<file path="src/rtl/yoda_pkg.sv">
// Shared clock-domain constants and helpers for the front-panel UI blocks.
// Default button timings are derived from CLK_HZ.
package yoda_pkg;

    localparam int unsigned CLK_HZ = 100_000_000;

    function automatic int unsigned ms_to_cycles(input int unsigned ms);
        return ms * (CLK_HZ / 1000);
    endfunction

    function automatic int unsigned max_u(input int unsigned a, input int unsigned b);
        return (a > b) ? a : b;
    endfunction

    localparam int unsigned DEFAULT_LOCK_CYCLES   = ms_to_cycles(20);
    localparam int unsigned DEFAULT_HOLD_CYCLES   = ms_to_cycles(1000);
    localparam int unsigned DEFAULT_REPEAT_CYCLES = ms_to_cycles(200);

    typedef enum logic {
        ST_IDLE = 1'b0,
        ST_LOCK = 1'b1
    } deb_state_t;

endpackage

</file>
<file path="src/rtl/button_debounce_ch.sv">
// One button channel: 2-FF synchroniser, lockout debounce with press/release strobes,
// and an optional hold-to-auto-repeat strobe generator.
module button_debounce_ch
    import yoda_pkg::*;
#(
    parameter bit          ACTIVE_LOW    = 1'b0,
    parameter int unsigned LOCK_CYCLES   = DEFAULT_LOCK_CYCLES,
    parameter int unsigned HOLD_CYCLES   = DEFAULT_HOLD_CYCLES,
    parameter int unsigned REPEAT_CYCLES = DEFAULT_REPEAT_CYCLES,
    parameter bit          REPEAT_EN     = 1'b1
) (
    input  logic Clk_100M,
    input  logic Reset,
    input  logic pin,
    output logic debounced,
    output logic press_p,
    output logic release_p,
    output logic repeat_p
);

    localparam int LOCK_W = $clog2(LOCK_CYCLES);
    localparam logic [LOCK_W-1:0] LOCK_LAST = LOCK_W'(LOCK_CYCLES - 1);

    logic              s1_reg;
    logic              s2_reg;
    deb_state_t        state_reg;
    logic [LOCK_W-1:0] lock_cnt_reg;
    logic              debounced_reg;
    logic              press_reg;
    logic              release_reg;

    always_ff @(posedge Clk_100M) begin
        if (Reset) begin
            s1_reg        <= 1'b0;
            s2_reg        <= 1'b0;
            state_reg     <= ST_IDLE;
            lock_cnt_reg  <= '0;
            debounced_reg <= 1'b0;
            press_reg     <= 1'b0;
            release_reg   <= 1'b0;
        end else begin
            s1_reg      <= pin ^ ACTIVE_LOW;
            s2_reg      <= s1_reg;
            press_reg   <= 1'b0;
            release_reg <= 1'b0;
            case (state_reg)
                ST_IDLE: begin
                    if (s2_reg != debounced_reg) begin
                        debounced_reg <= s2_reg;
                        press_reg     <= s2_reg;
                        release_reg   <= ~s2_reg;
                        lock_cnt_reg  <= '0;
                        state_reg     <= ST_LOCK;
                    end
                end
                ST_LOCK: begin
                    // Input is ignored for the whole lockout window.
                    if (lock_cnt_reg == LOCK_LAST) begin
                        state_reg <= ST_IDLE;
                    end else begin
                        lock_cnt_reg <= lock_cnt_reg + 1'b1;
                    end
                end
                default: state_reg <= ST_IDLE;
            endcase
        end
    end

    assign debounced = debounced_reg;
    assign press_p   = press_reg;
    assign release_p = release_reg;

    generate
        if (REPEAT_EN) begin : g_repeat
            localparam int HR_W = $clog2(max_u(HOLD_CYCLES, REPEAT_CYCLES));
            localparam logic [HR_W-1:0] HOLD_LAST = HR_W'(HOLD_CYCLES - 1);
            localparam logic [HR_W-1:0] REP_LAST  = HR_W'(REPEAT_CYCLES - 1);

            logic            accept_edge;
            logic [HR_W-1:0] hr_cnt_reg;
            logic            repeating_reg;
            logic            repeat_reg;

            assign accept_edge = (state_reg == ST_IDLE) && (s2_reg != debounced_reg);

            // One counter serves both the initial hold delay and the repeat period.
            always_ff @(posedge Clk_100M) begin
                if (Reset) begin
                    hr_cnt_reg    <= '0;
                    repeating_reg <= 1'b0;
                    repeat_reg    <= 1'b0;
                end else if (accept_edge || !debounced_reg) begin
                    hr_cnt_reg    <= '0;
                    repeating_reg <= 1'b0;
                    repeat_reg    <= 1'b0;
                end else if (hr_cnt_reg == (repeating_reg ? REP_LAST : HOLD_LAST)) begin
                    hr_cnt_reg    <= '0;
                    repeating_reg <= 1'b1;
                    repeat_reg    <= 1'b1;
                end else begin
                    hr_cnt_reg <= hr_cnt_reg + 1'b1;
                    repeat_reg <= 1'b0;
                end
            end

            assign repeat_p = repeat_reg;
        end else begin : g_no_repeat
            assign repeat_p = 1'b0;
        end
    endgenerate

endmodule

</file>
<file path="src/rtl/button_debounce_bank.sv">
// N-channel push-button conditioner: one independent debounce channel per pin.
module button_debounce_bank
    import yoda_pkg::*;
#(
    parameter int unsigned     N_CH          = 4,
    parameter bit              ACTIVE_LOW    = 1'b0,
    parameter int unsigned     LOCK_CYCLES   = DEFAULT_LOCK_CYCLES,
    parameter int unsigned     HOLD_CYCLES   = DEFAULT_HOLD_CYCLES,
    parameter int unsigned     REPEAT_CYCLES = DEFAULT_REPEAT_CYCLES,
    parameter logic [N_CH-1:0] REPEAT_MASK   = {N_CH{1'b1}}
) (
    input  logic            Clk_100M,
    input  logic            Reset,
    input  logic [N_CH-1:0] pressed,
    output logic [N_CH-1:0] debounced,
    output logic [N_CH-1:0] press_p,
    output logic [N_CH-1:0] release_p,
    output logic [N_CH-1:0] repeat_p
);

    genvar gi;
    generate
        for (gi = 0; gi < N_CH; gi++) begin : g_ch
            button_debounce_ch #(
                .ACTIVE_LOW    (ACTIVE_LOW),
                .LOCK_CYCLES   (LOCK_CYCLES),
                .HOLD_CYCLES   (HOLD_CYCLES),
                .REPEAT_CYCLES (REPEAT_CYCLES),
                .REPEAT_EN     (REPEAT_MASK[gi])
            ) u_ch (
                .Clk_100M  (Clk_100M),
                .Reset     (Reset),
                .pin       (pressed[gi]),
                .debounced (debounced[gi]),
                .press_p   (press_p[gi]),
                .release_p (release_p[gi]),
                .repeat_p  (repeat_p[gi])
            );
        end
    endgenerate

endmodule

</file>
<file path="config.mk">
export PLATFORM = sky130hd
export DESIGN_NAME = button_debounce_bank
export DESIGN_NICKNAME = d
export VERILOG_FILES = /design/src/rtl/yoda_pkg.sv /design/src/rtl/button_debounce_ch.sv /design/src/rtl/button_debounce_bank.sv
export SDC_FILE = /design/constraint.sdc
export NUM_CORES = 1
export LEC_CHECK = 0
export ABC_AREA = 0
export CORE_MARGIN = 1.5
export CORE_UTILIZATION = 55
export CTS_BUF_LIST = sky130_fd_sc_hd__clkbuf_2
export CTS_CLUSTER_SIZE = 12
export DETAILED_ROUTE_END_ITERATION = 16
export PLACE_DENSITY = 0.77
export SETUP_SLACK_MARGIN = 0.3
export SYNTH_ARGS = -nofsm -noshare
export SYNTH_HDL_FRONTEND = slang
export SYNTH_SLANG_ARGS = --single-unit
</file>
<file path="constraint.sdc">
create_clock -name Clk_100M -period 5.15 [get_ports Clk_100M]
set_clock_uncertainty 0.1 [all_clocks]
set_input_delay 1.2875 -clock Clk_100M [delete_from_list [all_inputs] [get_ports Clk_100M]]
set_output_delay 1.2875 -clock Clk_100M [all_outputs]
set_load 0.02 [all_outputs]
</file>
* Yosys cells after proc, flatten, opt, wreduce, memory -nomap -nowiden *
Cells that the tools add are included.

cells by class
  add/sub/neg operators = 8
  multipliers = 0
  divide/modulo/power cells = 0
  $lt $le $gt $ge = 0
  eq/ne operators = 20
  shift-type cells = 0
  mux-type cells = 32
  bitwise gates (word level) = 12
  reduce and logical (&&, ||, !) cells = 32

operator list
  cell                   number
  $mux 21                8
  $pmux 21 s2            4
  $add 27x1->27 const B  4
  $eq 27x27->1           4
  $mux 27                4
  $add 21x1->21 const B  4
  $eq 21x21->1 const B   4
  $reduce_or 3->1        8
  $ne 2x2->1 const B     8
  $reduce_and 2->1       8
  $mux 1                 12
  $not 1->1              12
  $pmux 1 s2             4
  $reduce_or 2->1        4
  $logic_and 1x1->1      4
  $logic_not 1->1        4
  $logic_or 1x1->1       4
  $ne 1x1->1             4

word-level totals
  flip-flop bits (word level) = 224
  latch bits = 0
  RAM bits = 0
  memory bits (read-only) = 0
  input port bits = 6
  memories kept = 0

* Longest topological paths before layout *
  depth after elaboration = 4
  mapped depth = 8
  mapped depth without buffers = 6

* Modules after synthesis *
From an unflattened synthesis, not the netlist that was laid out.

second synthesis, totals
  cells, all modules = 1180
  area total of the unflattened synthesis = 10246.1 um^2

modules (own cells, without submodules)
  module                                  times used  cells an instance  area an instance (um^2)
  button_debounce_ch at g_ch[0].u_ch ...  2           298                2578.7
  button_debounce_ch at g_ch[3].u_ch      1           291                2552.4
  button_debounce_ch at g_ch[1].u_ch      1           293                2536.2

* Worst setup path after synthesis *
No wires, ideal clock.

  path kind = input-to-reg
  start point = input Reset
  end point = register g_ch[2].u_ch.lock_cnt_reg[5]
  library setup time = 0.106 ns
  arrival time = 2.570 ns
  slack = 2.374 ns
  cell stages on the path = 6
  path buffers = 2
  path through = clkbuf_1 -> inv_1 -> clkbuf_1 -> nand2_1 -> or4b_2 -> o311ai_0

RTL lines
  element               line                        text
  from (decl)           button_debounce_bank.sv:13  input logic Reset,
  to (signal assigned)  button_debounce_ch.sv:61    lock_cnt_reg <= lock_cnt_reg + 1'b1;
  to (decl)             button_debounce_ch.sv:27    logic [LOCK_W-1:0] lock_cnt_reg;

* Worst setup path after layout *
  start point = register g_ch[1].u_ch.debounced_reg
  end point = output debounced[1]

RTL lines
  element                 line                        text
  from (decl)             button_debounce_ch.sv:28    logic debounced_reg;
  from (signal assigned)  button_debounce_ch.sv:49    debounced_reg <= s2_reg;
  to (decl)               button_debounce_bank.sv:15  output logic [N_CH-1:0] debounced,

No word-level cell between the ends.

==> run metrics <==
run status completed; Cells after Synth around 1,200; hold endpoint g_ch[1].u_ch.g_repeat.hr_cnt_reg[0]; first-pass GRT wire length about 35,000 um; Setup Buffers After CTS 0; pwr dens about 280 mW/mm2; routed len/inst about 13 um; vias per cell roughly 5.6; vias in the first global route a little under 8,000; Achievable Freq 0.302 GHz; met1 wire length 9750 um; DR WL met3 728 um; crit end category output pin; die area around 0.020 mm2; CP max-delay cell clkdlybuf4s50_1; Die W about 140 um; clock-pin slew on the worst setup and hold paths around 110 ps; fraction of final layout cells sized beyond drive strength 1 about a tenth; H-Tree Depth 2; DRC 0; DRT iter0 DRCs approximately 450; CTS root buf clkbuf_2; max reg flops 108; CTS Buf Count between 50 and 60; post-synthesis register bit count 224; CP required 3760 ps; Reg2Reg Launch Point g_ch[2].u_ch.g_repeat.hr_cnt_reg[2]; crit path kind reg2out; syn avg cell area 8.50 um2; Setup TNS 0 ps; initial core utilization a little under three fifths; TritonCTS clock tree built; sequential element share of the synthesized area a little over two fifths; Leakage 3.51 nW; antenna-violating nets left 0; Top Metal Used met4; Clk Latency, worst-skew pair a little over 800 ps; gr ovfl total 0; Post-synth EDFFs 0; Hold-fix buffers, CTS 0; Placer Congestion 0.805; largest net degree at the start of global routing 35; Post-synth ARST share 0%; CP cell instances clkdlybuf4s50_1; top post-synthesis cells by area dfxtp_1 (43%), xnor2_1 (7.6%), nor2_1 (6.3%), nand2_1 (3.6%), nand3_1 (2.7%); Hold WC Path Type reg2reg; Crit path arrival time roughly 1900 ps; First-pass DRT Iterations 5; Core Region approximately 0.019 mm2; FF-to-FF path depth 5; hold path start g_ch[1].u_ch.g_repeat.hr_cnt_reg[0]; Top delay family on crit path buffers and inverters; WHS ~340 ps; slowest stage delay, CP around 650 ps; Syn Std Cell Area 0.0104 mm2; Site Rows 50; detailed placer's ending HPWL 13,200 um; PostCTS Resize Cnt 0; RSZ-0062 raised after global routing false; nets@finish roughly 1,300; GRT Util Overall between 20 and 25%; reg2reg setup slack around 2400 ps; post-synth top area share a little over two fifths; Port Buffers 21; setup violators final 0; Hold Crit Depth 1; worst-path fanout max 7; Ys Warns 0; area leader, netlist dfxtp_1; Worst-Margin Slew 1110 ps; Worst Path Buf+Inv 1; Yosys cell types 68; worst vdd ir 0.256 mV; Max-Slew Margin vs Limit about 26%; initial antenna violation count 1; Final Non-Filler Cells 1,525; Most used DFF post-synth dfxtp_1; DR vias ~8,600; Die H about 140 um; Pins Over Slew Limit 0; wire length on met2 just over 9000 um; Fin. Hold Viols 0; Max Buffers Root-to-Sink 3; part of the cycle the worst path needs 64.4%; clk sinks between 200 and 250; startpoint types register; Detailed Route WL approximately 20,000 um; r2r endpoint g_ch[2].u_ch.g_repeat.hr_cnt_reg[2]; Net Count, Synth 1,240; # IOs 22; Syn-to-layout area delta 7.00%; min Tclk post-route ~3300 ps; Cell Count Post-Placement between 1,000 and 1,500; Max Cap Viol 0
-- routing by layer --
metal / up-vias / GRT usage [%]
met2: 111 / 33.9
met3: 25 / 4.01
li1: 4414 / -
met4: 0 / 6.85
met1: 4005 / 26.8
met5: - / 0
-- cell families after synthesis --
| kind of cell | after synthesis | synth area share [%] |
|---|---|---|
| simple gates | 593 | 30.3 |
| flops | 224 | 43.0 |
| mux | 5 | 0.504 |
| fa+ha+maj | 8 | 0.961 |
| compound gates | 167 | 10.3 |
| buf+inv | 108 | 4.66 |
| xor+xnor | 121 | 10.2 |
-- per-stage QoR --
stage	total power [mW]	util, %	cell area, um2	worst slack, ps
2_1_floorplan	1.91	-	10400	2370
3_3_place_gp	1.94	57.0	10600	1970
3_5_place_dp	1.94	57.0	10600	1840
4_1_cts	3.12	59.8	11100	1750
5_1_grt	3.24	59.8	11100	1710
6_report	3.08	59.8	11100	1830
-- cells in the final DEF, fill, tap and decap left out, drive strengths merged, types with 25 or more instances in the layout --
cell	synthesis	layout
nand3	58	58
dfxtp	224	224
nor3	40	40
a21oi	50	50
nor2	175	175
xor2	31	31
xnor2	90	90
a31oi	25	25
nor4	36	36
nand2	99	99
nand4	40	40
o21ai	29	29
clkbuf	34	81
inv	44	46
-- worst max path at each step --
stage / start / endpoint / depth (start not counted)
after floorplan: Reset / g_ch[2].u_ch.lock_cnt_reg[5] / 6
after global placement: Reset / g_ch[0].u_ch.g_repeat.hr_cnt_reg[21] / 5
after detailed placement: Reset / g_ch[0].u_ch.g_repeat.hr_cnt_reg[12] / 5
after CTS: g_ch[3].u_ch.debounced / debounced[3] / 1
after global routing: g_ch[1].u_ch.debounced / debounced[1] / 1
final: g_ch[1].u_ch.debounced / debounced[1] / 1
-- final cells by class --
type	instances	area, um2
Antenna cell	1	2.50
Clock buffer	81	405
Clock inverter	22	114
Fill cell	1715	7490
Inverter	44	165
Multi-Input combinational cell	894	5450
Sequential cell	224	4480
Tap cell	234	293
Timing Repair Buffer	25	235
-- cells in the mapped netlist, drive strengths merged, types with 6 or more instances --
| cell | count |
|---|---|
| a211o | 7 |
| a211oi | 7 |
| a21o | 10 |
| a21oi | 50 |
| a31oi | 25 |
| and2 | 13 |
| and3 | 19 |
| and4 | 16 |
| buf | 30 |
| clkbuf | 34 |
| dfxtp | 224 |
| ha | 8 |
| inv | 44 |
| nand2 | 99 |
| nand3 | 58 |
| nand4 | 40 |
| nand4b | 6 |
| nor2 | 175 |
| nor2b | 11 |
| nor3 | 40 |
| nor3b | 7 |
| nor4 | 36 |
| nor4b | 15 |
| o211ai | 10 |
| o21ai | 29 |
| o31ai | 6 |
| or3 | 17 |
| or4 | 16 |
| xnor2 | 90 |
| xor2 | 31 |
-- power breakdown --
group          leakage [nW]  internal (mW)  total (mW)  switching [mW]
sequential             1.81           1.75        1.77          0.0242
combinational          1.30         0.0404       0.128          0.0873
clock                 0.398          0.477        1.18           0.702
total                  3.51           2.26        3.08           0.814
Note: power is estimated with default switching activity, not from simulation.
